$ cat config.mk
export PLATFORM = sky130hd
export DESIGN_NAME = ub_port_arbiter_flat
export DESIGN_NICKNAME = d
export VERILOG_FILES = /design/src/rtl/ub_port_arbiter_pkg.sv /design/src/rtl/ub_port_arbiter_if.sv /design/src/rtl/ub_port_arbiter_rr_arbiter.sv /design/src/rtl/ub_port_arbiter.sv /design/src/flat_wrapper.sv
export SDC_FILE = /design/constraint.sdc
export NUM_CORES = 1
export LEC_CHECK = 0
export BUFFER_PORTS_ARGS = -buffer_cell sky130_fd_sc_hd__buf_2
export CAP_MARGIN = 20
export CORE_AREA = 8 8 619 621
export DETAILED_ROUTE_END_ITERATION = 6
export DIE_AREA = 0 0 627 629
export GPL_ROUTABILITY_DRIVEN = 1
export SKIP_CTS_REPAIR_TIMING = 1
export SKIP_LAST_GASP = 1
export SYNTH_ARGS = -nofsm -noshare
export SYNTH_HDL_FRONTEND = slang
export SYNTH_SLANG_ARGS = --single-unit
export TNS_END_PERCENT = 20
$ cat constraint.sdc
create_clock -name clk -period 2.1 [get_ports clk]
set_input_delay 0.105 -clock clk [delete_from_list [all_inputs] [get_ports clk]]
set_output_delay 0.105 -clock clk [all_outputs]
set_load 0.005 [all_outputs]
$ cat src/rtl/ub_port_arbiter_pkg.sv
// Shared types and constants for the Unified Buffer port arbiter.
package tpu_ub_arb_pkg;
    typedef enum logic {ARB_IDLE = 1'b0, ARB_BURST = 1'b1} arb_state_e;

    localparam int ARB_FIXED = 0;
    localparam int ARB_RR    = 1;

    localparam int CH_HOST = 0;
    localparam int CH_CTRL = 1;
    localparam int CH_DMA  = 2;
endpackage

$ cat src/rtl/ub_port_arbiter_if.sv
// Requester-side burst handshake plus the UB memory port, bundled for the arbiter.
interface ub_port_arbiter_if
    import tpu_ub_arb_pkg::*;
#(
    parameter int NUM_CH = 3,
    parameter int DATA_W = 256,
    parameter int ADDR_W = 9,
    parameter int LEN_W  = 9
);
    logic [NUM_CH-1:0]        cmd_valid;
    logic [NUM_CH-1:0]        cmd_ready;
    logic [NUM_CH-1:0]        cmd_we;
    logic [NUM_CH*ADDR_W-1:0] cmd_addr;
    logic [NUM_CH*LEN_W-1:0]  cmd_len;
    logic [NUM_CH-1:0]        wr_valid;
    logic [NUM_CH*DATA_W-1:0] wr_data;
    logic [NUM_CH-1:0]        wr_ready;
    logic [NUM_CH-1:0]        rd_valid;
    logic                     rd_last;
    logic [DATA_W-1:0]        rd_data;
    logic                     mem_en;
    logic                     mem_we;
    logic [ADDR_W-1:0]        mem_addr;
    logic [DATA_W-1:0]        mem_wdata;
    logic [DATA_W-1:0]        mem_rdata;
    logic                     busy;
    logic [NUM_CH-1:0]        owner;
    logic                     err_tmo;

    // Arbiter side
    modport slave (
        input  cmd_valid, cmd_we, cmd_addr, cmd_len, wr_valid, wr_data, mem_rdata,
        output cmd_ready, wr_ready, rd_valid, rd_last, rd_data,
               mem_en, mem_we, mem_addr, mem_wdata, busy, owner, err_tmo
    );

    // Requesters + UB side
    modport master (
        output cmd_valid, cmd_we, cmd_addr, cmd_len, wr_valid, wr_data, mem_rdata,
        input  cmd_ready, wr_ready, rd_valid, rd_last, rd_data,
               mem_en, mem_we, mem_addr, mem_wdata, busy, owner, err_tmo
    );
endinterface

$ cat src/rtl/ub_port_arbiter_rr_arbiter.sv
// Request vector to one-hot grant; fixed priority or round-robin with its own pointer.
module ub_rr_arbiter
    import tpu_ub_arb_pkg::*;
#(
    parameter int NUM_CH = 3,
    parameter int MODE   = ARB_FIXED,
    parameter int PW     = (NUM_CH > 1) ? $clog2(NUM_CH) : 1
) (
    input  logic              clk,
    input  logic              rst,
    input  logic              en,
    input  logic [NUM_CH-1:0] req,
    output logic [NUM_CH-1:0] gnt,
    output logic [PW-1:0]     win
);
    logic [PW-1:0]     ptr_q, ptr_d;
    logic [NUM_CH-1:0] gnt_raw;
    logic [PW-1:0]     win_c;
    logic              found;
    int                idx;

    // Scan from the pointer (RR) or from channel 0 (fixed); first requester wins.
    always_comb begin
        gnt_raw = '0;
        win_c   = '0;
        found   = 1'b0;
        idx     = 0;
        for (int i = 0; i < NUM_CH; i++) begin
            idx = (MODE == ARB_RR) ? ((int'(ptr_q) + i) % NUM_CH) : i;
            if (!found && req[idx]) begin
                found        = 1'b1;
                gnt_raw[idx] = 1'b1;
                win_c        = PW'(idx);
            end
        end
    end

    // Pointer moves past the winner only when a grant actually happens.
    always_comb begin
        ptr_d = ptr_q;
        if (MODE == ARB_RR && en && found)
            ptr_d = (int'(win_c) == NUM_CH - 1) ? '0 : win_c + 1'b1;
    end

    // Pointer register.
    always_ff @(posedge clk or posedge rst) begin
        if (rst) ptr_q <= '0;
        else     ptr_q <= ptr_d;
    end

    assign gnt = en ? gnt_raw : '0;
    assign win = win_c;
endmodule

$ cat src/rtl/ub_port_arbiter.sv
// Burst arbiter for the single UB port: atomic bursts, write back-pressure,
// tagged read return and a write-stall watchdog.
module ub_port_arbiter
    import tpu_ub_arb_pkg::*;
#(
    parameter int NUM_CH   = 3,
    parameter int DATA_W   = 256,
    parameter int ADDR_W   = 9,
    parameter int LEN_W    = 9,
    parameter int RD_LAT   = 1,
    parameter int ARB_MODE = ARB_FIXED,
    parameter int WR_TMO   = 255
) (
    input logic         clk,
    input logic         rst,
    ub_port_arbiter_if.slave bus
);
    localparam int PW = (NUM_CH > 1) ? $clog2(NUM_CH) : 1;
    localparam int TW = $clog2(WR_TMO + 1) + 1;

    arb_state_e        state_q, state_d;
    logic [PW-1:0]     ch_q, ch_d;
    logic              we_q, we_d;
    logic [ADDR_W-1:0] addr_q, addr_d;
    logic [LEN_W-1:0]  len_q, len_d;
    logic [LEN_W-1:0]  beat_q, beat_d;
    logic [TW-1:0]     wdog_q, wdog_d;
    logic              err_q, err_d;

    // Read tags: stage k holds beats issued k cycles ago.
    logic [RD_LAT:1]         vld_pipe_q, vld_pipe_d;
    logic [RD_LAT:1][PW-1:0] ch_pipe_q, ch_pipe_d;
    logic [RD_LAT:1]         last_pipe_q, last_pipe_d;

    logic              arb_en;
    logic [NUM_CH-1:0] gnt;
    logic [PW-1:0]     win;
    logic              issue;
    logic [NUM_CH-1:0] owner_oh;

    // Grants only in IDLE and never while reset is held.
    assign arb_en = (state_q == ARB_IDLE) && !rst;

    ub_rr_arbiter #(.NUM_CH(NUM_CH), .MODE(ARB_MODE), .PW(PW)) u_arb (
        .clk (clk),
        .rst (rst),
        .en  (arb_en),
        .req (bus.cmd_valid),
        .gnt (gnt),
        .win (win)
    );

    // State and datapath registers, tag pipe included.
    always_ff @(posedge clk or posedge rst) begin
        if (rst) begin
            state_q     <= ARB_IDLE;
            ch_q        <= '0;
            we_q        <= 1'b0;
            addr_q      <= '0;
            len_q       <= '0;
            beat_q      <= '0;
            wdog_q      <= '0;
            err_q       <= 1'b0;
            vld_pipe_q  <= '0;
            ch_pipe_q   <= '0;
            last_pipe_q <= '0;
        end else begin
            state_q     <= state_d;
            ch_q        <= ch_d;
            we_q        <= we_d;
            addr_q      <= addr_d;
            len_q       <= len_d;
            beat_q      <= beat_d;
            wdog_q      <= wdog_d;
            err_q       <= err_d;
            vld_pipe_q  <= vld_pipe_d;
            ch_pipe_q   <= ch_pipe_d;
            last_pipe_q <= last_pipe_d;
        end
    end

    // Next state: latch the winner's burst, step beats, abort on a stalled writer.
    always_comb begin
        state_d = state_q;
        ch_d    = ch_q;
        we_d    = we_q;
        addr_d  = addr_q;
        len_d   = len_q;
        beat_d  = beat_q;
        wdog_d  = wdog_q;
        err_d   = 1'b0;
        case (state_q)
            ARB_IDLE: begin
                if (|gnt) begin
                    state_d = ARB_BURST;
                    ch_d    = win;
                    we_d    = bus.cmd_we[win];
                    addr_d  = bus.cmd_addr[win*ADDR_W +: ADDR_W];
                    len_d   = bus.cmd_len[win*LEN_W +: LEN_W];
                    beat_d  = '0;
                    wdog_d  = '0;
                end
            end
            ARB_BURST: begin
                if (issue) begin
                    wdog_d = '0;
                    if (beat_q == len_q) begin
                        state_d = ARB_IDLE;
                    end else begin
                        beat_d = beat_q + 1'b1;
                        addr_d = addr_q + 1'b1;
                    end
                end else if (WR_TMO != 0 && wdog_q == TW'(WR_TMO - 1)) begin
                    state_d = ARB_IDLE;
                    err_d   = 1'b1;
                end else begin
                    wdog_d = wdog_q + 1'b1;
                end
            end
            default: state_d = ARB_IDLE;
        endcase
    end

    // Outputs: a beat issues every read cycle, or on writer-valid for writes.
    always_comb begin
        issue       = (state_q == ARB_BURST) && (!we_q || bus.wr_valid[ch_q]);
        owner_oh    = (state_q == ARB_BURST) ? (NUM_CH'(1) << ch_q) : '0;
        vld_pipe_d  = '0;
        ch_pipe_d   = '0;
        last_pipe_d = '0;
        vld_pipe_d[1]  = issue && !we_q;
        ch_pipe_d[1]   = ch_q;
        last_pipe_d[1] = (beat_q == len_q);
        for (int k = 2; k <= RD_LAT; k++) begin
            vld_pipe_d[k]  = vld_pipe_q[k-1];
            ch_pipe_d[k]   = ch_pipe_q[k-1];
            last_pipe_d[k] = last_pipe_q[k-1];
        end
    end

    assign bus.cmd_ready = gnt;
    assign bus.busy      = (state_q == ARB_BURST);
    assign bus.owner     = owner_oh;
    assign bus.wr_ready  = we_q ? owner_oh : '0;
    assign bus.mem_en    = issue;
    assign bus.mem_we    = issue && we_q;
    assign bus.mem_addr  = (state_q == ARB_BURST) ? addr_q : '0;
    assign bus.mem_wdata = (issue && we_q) ? bus.wr_data[ch_q*DATA_W +: DATA_W] : '0;
    assign bus.rd_valid  = NUM_CH'(vld_pipe_q[RD_LAT]) << ch_pipe_q[RD_LAT];
    assign bus.rd_last   = vld_pipe_q[RD_LAT] && last_pipe_q[RD_LAT];
    assign bus.rd_data   = vld_pipe_q[RD_LAT] ? bus.mem_rdata : '0;
    assign bus.err_tmo   = err_q;
endmodule

$ cat src/flat_wrapper.sv
// flat-port wrapper written by rule: the top's interface ports become plain ports
module ub_port_arbiter_flat import tpu_ub_arb_pkg::*;
#(
    parameter int NUM_CH   = 3,
    parameter int DATA_W   = 256,
    parameter int ADDR_W   = 9,
    parameter int LEN_W    = 9,
    parameter int RD_LAT   = 1,
    parameter int ARB_MODE = ARB_FIXED,
    parameter int WR_TMO   = 255
)
  (clk, rst, bus_cmd_valid, bus_cmd_we, bus_cmd_addr, bus_cmd_len, bus_wr_valid, bus_wr_data, bus_mem_rdata, bus_cmd_ready, bus_wr_ready, bus_rd_valid, bus_rd_last, bus_rd_data, bus_mem_en, bus_mem_we, bus_mem_addr, bus_mem_wdata, bus_busy, bus_owner, bus_err_tmo);
  ub_port_arbiter_if #(.NUM_CH(NUM_CH), .DATA_W(DATA_W), .ADDR_W(ADDR_W), .LEN_W(LEN_W)) bus_i ();
  input logic clk;
  input logic rst;
  input wire logic [$bits(bus_i.cmd_valid)-1:0] bus_cmd_valid;
  input wire logic [$bits(bus_i.cmd_we)-1:0] bus_cmd_we;
  input wire logic [$bits(bus_i.cmd_addr)-1:0] bus_cmd_addr;
  input wire logic [$bits(bus_i.cmd_len)-1:0] bus_cmd_len;
  input wire logic [$bits(bus_i.wr_valid)-1:0] bus_wr_valid;
  input wire logic [$bits(bus_i.wr_data)-1:0] bus_wr_data;
  input wire logic [$bits(bus_i.mem_rdata)-1:0] bus_mem_rdata;
  output wire logic [$bits(bus_i.cmd_ready)-1:0] bus_cmd_ready;
  output wire logic [$bits(bus_i.wr_ready)-1:0] bus_wr_ready;
  output wire logic [$bits(bus_i.rd_valid)-1:0] bus_rd_valid;
  output wire logic [$bits(bus_i.rd_last)-1:0] bus_rd_last;
  output wire logic [$bits(bus_i.rd_data)-1:0] bus_rd_data;
  output wire logic [$bits(bus_i.mem_en)-1:0] bus_mem_en;
  output wire logic [$bits(bus_i.mem_we)-1:0] bus_mem_we;
  output wire logic [$bits(bus_i.mem_addr)-1:0] bus_mem_addr;
  output wire logic [$bits(bus_i.mem_wdata)-1:0] bus_mem_wdata;
  output wire logic [$bits(bus_i.busy)-1:0] bus_busy;
  output wire logic [$bits(bus_i.owner)-1:0] bus_owner;
  output wire logic [$bits(bus_i.err_tmo)-1:0] bus_err_tmo;
  assign bus_i.cmd_valid = bus_cmd_valid;
  assign bus_i.cmd_we = bus_cmd_we;
  assign bus_i.cmd_addr = bus_cmd_addr;
  assign bus_i.cmd_len = bus_cmd_len;
  assign bus_i.wr_valid = bus_wr_valid;
  assign bus_i.wr_data = bus_wr_data;
  assign bus_i.mem_rdata = bus_mem_rdata;
  assign bus_cmd_ready = bus_i.cmd_ready;
  assign bus_wr_ready = bus_i.wr_ready;
  assign bus_rd_valid = bus_i.rd_valid;
  assign bus_rd_last = bus_i.rd_last;
  assign bus_rd_data = bus_i.rd_data;
  assign bus_mem_en = bus_i.mem_en;
  assign bus_mem_we = bus_i.mem_we;
  assign bus_mem_addr = bus_i.mem_addr;
  assign bus_mem_wdata = bus_i.mem_wdata;
  assign bus_busy = bus_i.busy;
  assign bus_owner = bus_i.owner;
  assign bus_err_tmo = bus_i.err_tmo;
  ub_port_arbiter #(.NUM_CH(NUM_CH), .DATA_W(DATA_W), .ADDR_W(ADDR_W), .LEN_W(LEN_W), .RD_LAT(RD_LAT), .ARB_MODE(ARB_MODE), .WR_TMO(WR_TMO)) u_core (.clk(clk), .rst(rst), .bus(bus_i));
endmodule
==> impl_metrics.ini, run 1 <==
[status]
status = finished, violations left
violations = negative setup slack

[synthesis]
ys_async_sr_fraction_pct = 100
synth.top_cells.by_area = mux2i_1 (24%), nor2_1 (18%), and2_1 (15%)
synth_top_area_share_pct = 23.6
synth_ff_type = dfrtp_1
synth_mux_area_share_pct = 23.7
netlist_instances = 1783
synth_fa_ha_area_share_pct = 0.455
synth_edf_count = 0
ys_seq_area_share_pct = 10.2
syn_area_mm2 = 0.0110
synth-compound-area-share_pct = 17.6
ys_seq_elements = 45
synth_top_family_by_area = simple AND/OR/NAND/NOR gates
synth_xor_area_share_pct = 0.796
synth-simple-area-share_pct = 40.1
yosysWarnings = 0
syn_area_per_cell_um2 = 6.17
synth.net_count = 2876
yosysUniqueCellTypes = 55
yosys.area.top_type = mux2i_1

[setup_path]
cp_cell_sequence = buf_16 -> buf_12 -> clkbuf_16 -> mux2i_1 -> nor2_1 -> a21oi_1 -> nor2_1 -> buf_2
crit_required_ps = 2000
crit_type = reg2out
crit_buf_inv = 4
max_stage_delay_ps = 500
start_kind = register
end_kind = output pin
worstPathMaxFanout = 15
cp_top_family = buffers and inverters
slowest_stage = dfrtp_4
cp_common_cell = nor2_1
cp.arrival_ps = 2530
r2r_slack_ps = 30

[pwr]
ir_worst_vdd_mv = 0.548
powerDensity_mw_per_mm2 = 1160
power_leakage_uw = 0.0137

[final_layout]
utilization_pct = 8.10
syn_to_final_growth_pct = 175
drive_gt1_share_pct = 59.5
layout_common_cells = buf_2 (1597), nor2_1 (497), buf_4 (345)
layout_commonest_cell = buf_2
fin_cells = 8770
nets = 4767

[clocking]
cts_root_buf = clkbuf_16
numCtsBuffers = 5
cts_tree = yes
cts_sinks = 45
clock_latency_ps = 290
cts-htree-levels = 2
cts_buffer_depth = 2
clk_pin_slew_ps = 60

[routing]
routedWlPerCell_um = 38.3
drt-total-wl_um = 336000
avgViaCountPerCell = 2.69
drc = 0
first_pass_iters = 6
drt_iter0_drc = 1947
ant_nets = 0
vias = 23600

[die]
coreArea_mm2 = 0.374
initial_utilization_pct = 2.94
dieHeight_um = 629
die_w_um = 627
rows = 225
ios = 1627
dieArea_mm2 = 0.394

[sta]
hold_viol = 0
period_share_pct = 126
setup_ws_ps = -540
worst_pin_slew_ps = 720
rsz0062_at_grt = true
fin_skew_ps = 4.44
whs_ps = 30.2
setup_violations = 257
max_slew_margin_pct = 52.0
fin_crit_ps = 2640
drv_slew = 0
fmax_mhz = 379

[place]
place.gp.congestion = 1.02
dp.cells = 8617
port_buffers = 1626
hpwl_um = 317000

[grt]
grt_use_total_pct = 15.8
first_global_vias = 21999
grt-ovfl-total = 0
antenna_found_initial = 453
grt_pass1_wl_um = 376000
grt_max_degree = 98

[worst_hold_path]
min-delay-path-class = in2async

[flow_run]
max_cap_violations = 0
==> stage by stage <==
step	power [uW]	instance area (um2)	worst slack, ps	TNS [ps]
floorplan	10900	11000	352	0
global placement	32100	28400	-1030	-39040
detailed placement	32000	28400	-1050	-37860
CTS	32900	28500	-1380	-120520
global route	37100	30100	-517	-115610
finish	34900	30200	-540	-103260
==> final timing paths <==
kind | start | endpoint | cells past startpoint
min in group clk | bus_cmd_len[7] | u_core.len_q[7]$_DFFE_PP0P_ | 3
max in group asynchronous | rst | u_core.vld_pipe_q$_DFF_PP0_ | 3
worst min register to register | u_core.beat_q[8]$_DFFE_PP0P_ | u_core.beat_q[8]$_DFFE_PP0P_ | 1
worst max register to register | u_core.ch_pipe_d[1]$_DFFE_PP0P_ | u_core.addr_q[7]$_DFFE_PP0P_ | 7
worst min-delay path | rst | u_core.ch_pipe_d[1]$_DFFE_PP0P_ | 3
worst max-delay path | u_core.ch_pipe_d[1]$_DFFE_PP0P_ | bus_mem_wdata[110] | 8
==> worst register-to-register path, stage by stage, from the launching register on <==
cell and delay, ps:
dfrtp_4 500, buf_6 140, mux2i_4 190, buf_4 130, o211a_1 230, o21ai_2 140, nand2_1 200, a221o_1 410
==> layout make-up <==
type	count	area, um2
Multi-Input combinational cell	1562	9700
Fill cell	44482	343000
Inverter	10	40.0
Antenna cell	101	253
Clock buffer	8	146
Tap cell	4994	6250
Sequential cell	45	1140
Timing Repair Buffer	2050	12700
==> synthesized netlist by cell type, drive strengths merged, types with 4 or more instances <==
cell,n
nand3b,11
buf,93
dfrtp,45
nand4,6
nand2,44
nand3,19
xor2,10
nor2,535
a21oi,287
nor4,7
inv,10
ha,4
and2,271
or3,7
and3,11
o211ai,9
o21ai,28
a22oi,7
nor3,7
clkbuf,73
mux2i,259
==> power breakdown <==
group          switching, uW  internal, uW  leakage (uW)
Clock                    327           475     0.0000718
Sequential               470          1190      0.000571
Combinational          20000         12500        0.0130
==> kinds of logic after synthesis <==
group | count (synthesis)
compound gates | 355
xor+xnor | 10
fa+ha+maj | 4
buf+inv | 176
flops | 45
mux | 260
simple gates | 933
==> metal layers <==
layer / vias to the layer above / global-route usage (%) / wire (um)
li1: 9899 / - / -
met1: 10767 / 19.2 / 136000
met2: 1977 / 23.7 / 136000
met3: 737 / 11.5 / 57400
met4: 220 / 0.789 / 5670
met5: - / 0 / 1410
==> flip-flops by register name, indices dropped and copies added, names as in the netlist <==
signal and cells:
u_core.wdog_q 9, u_core.we_q 1, u_core.bus.busy 1, u_core.bus.err_tmo 1, u_core.ch_pipe_d 2, u_core.vld_pipe_q 1, u_core.last_pipe_q 1, u_core.addr_q 9
u_core.ch_pipe_q 2, u_core.len_q 9, u_core.beat_q 9
Power figures use the tool's default switching activity.
==> inputs of run 2 (changes only) <==
==> constraint.sdc (replaced) <==
create_clock -name clk -period 2.3 [get_ports clk]
set_input_delay 0.115 -clock clk [delete_from_list [all_inputs] [get_ports clk]]
set_output_delay 0.115 -clock clk [all_outputs]
set_load 0.005 [all_outputs]
==> run 2 against run 1 <==
Against the previous run:
- the flow still finishes with violations (negative setup slack)
- routed wire length is 0.40% higher
- power fell by 7.6%
- cell count is 0.59% lower
- largest power group unchanged
- largest cell class unchanged
==> impl_metrics.ini, run 2 (synthesis gave the netlist of run 1 again) <==
[status]
status = finished, violations left
violations = negative setup slack

[routing]
drc = 0
drt-total-wl_um = 337000
routedWlPerCell_um = 38.7
drt_iter0_drc = 1695
vias = 23533
ant_nets = 0
wl_met3_um = 57600
dr_wl_met2_um = 137000
wl_met1_um = 135000
topRoutingLayerUsed = met5
avgViaCountPerCell = 2.70
first_pass_iters = 5

[clocking]
numCtsBuffers = 5
cts_tree = yes
cts_root_buf = clkbuf_16
clk_pin_slew_ps = 60
cts-htree-levels = 2
cts_sinks = 45
cts_buffer_depth = 2
clock_latency_ps = 290

[die]
rows = 225
dieHeight_um = 629
die_w_um = 627
dieArea_mm2 = 0.394
coreArea_mm2 = 0.374
initial_utilization_pct = 2.94
ios = 1627

[pwr]
powerDensity_mw_per_mm2 = 1060
power_leakage_uw = 0.0136
ir_worst_vdd_mv = 0.423
p_total_uw = 32300

[place]
post-place-ws_ps = -779
place_area_mm2 = 0.0281
port_buffers = 1626
hpwl_um = 319000
place.gp.congestion = 0.988

[worst_hold_path]
min_path_cells = 3
hold_end = u_core.len_q[8]$_DFFE_PP0P_
worstHoldStart = bus_cmd_len[8]
min-delay-path-class = in2reg

[sta]
rsz0062_at_grt = true
fin_skew_ps = 10.4
setup_ws_ps = -309
fin_crit_ps = 2610
period_share_pct = 113
setup_violations = 255
whs_ps = 112
worst_pin_slew_ps = 800
hold_viol = 0
max_slew_margin_pct = 46.7
fmax_mhz = 383
drv_slew = 0

[setup_path]
r2r_start = u_core.beat_q[5]$_DFFE_PP0P_
cp_cell_sequence = buf_16 -> nor2b_4 -> buf_12 -> buf_8 -> clkbuf_16 -> a21oi_2 -> buf_4 -> nor2_1 -> buf_2
cp_top_family = buffers and inverters
max_stage_delay_ps = 520
slowest_stage = dfrtp_4
worstReg2RegEnd = u_core.addr_q[1]$_DFFE_PP0P_
cp.arrival_ps = 2490
crit_buf_inv = 6
worst_r2r_path_depth = 5
end_kind = output pin
crit_type = reg2out
worstPathMaxFanout = 8
r2r_slack_ps = 250
crit_required_ps = 2180
start_kind = register

[grt]
grt_use_total_pct = 16.0
first_global_vias = 22381
grt-ovfl-total = 0
antenna_found_initial = 449
grt_pass1_wl_um = 379000
grt_max_degree = 69

[final_layout]
layout_common_cells = buf_2 (1601), nor2_1 (481), buf_4 (296)
drive_gt1_share_pct = 60.6
finalInstanceArea_mm2 = 0.0305
layout_commonest_cell = buf_2
syn_to_final_growth_pct = 178
nets = 4732
fillerInstances = 44430

[flow_run]
max_cap_violations = 0
[run 2: tightest hold or removal path, cell delays in order]
cell and delay, ps:
buf_2 70, a21oi_1 40, o21ai_0 130
[run 2: per-stage QoR]
step	TNS [ps]	util, %	cells
global route	-59560	8.13	8660
CTS	-66490	7.57	8611
floorplan	0	-	1783
global placement	-8510	7.52	8602
finish	-45110	8.17	8718
detailed placement	-7020	7.52	8603
[run 2: power breakdown]
group,switching (uW),total [uW],internal [uW]
Sequential,457,1540,1090
Clock,307,850,543
Combinational,18500,29900,11400
[run 2: worst max-delay path by stage]
| stage | start | end | slack (ps) | cells past startpoint |
|---|---|---|---|---|
| finish | u_core.ch_pipe_d[1]$_DFFE_PP0P_ | bus_mem_wdata[109] | -310 | 9 |
| CTS | u_core.ch_pipe_d[1]$_DFFE_PP0P_ | bus_mem_wdata[19] | -1110 | 9 |
| detailed placement | u_core.ch_pipe_d[1]$_DFFE_PP0P_ | bus_mem_wdata[19] | -780 | 9 |
| global route | u_core.ch_pipe_d[1]$_DFFE_PP0P_ | bus_mem_wdata[70] | -310 | 9 |
| floorplan | u_core.beat_q[5]$_DFFE_PP0P_ | u_core.addr_q[1]$_DFFE_PP0P_ | 550 | 6 |
| global placement | u_core.ch_pipe_d[1]$_DFFE_PP0P_ | bus_mem_wdata[19] | -820 | 9 |
[run 2: per-layer routing]
layer,up-vias,track usage (%)
li1,9820,-
met1,10826,19.0
met2,1910,24.0
met3,743,12.0
met4,234,0.931
met5,-,0
[run 2: area by class of cell]
type                       instances  area, um2  area share (%)
clock buffer                       7        143           0.467
sequential                        45       1140            3.73
inverter                          10       40.0           0.131
tap                             4994       6250            20.5
antenna                           84        210           0.689
clock inverter                     1       30.0          0.0984
timing repair buffer            2015      12500            40.9
multi-input combinational       1562      10200            33.5
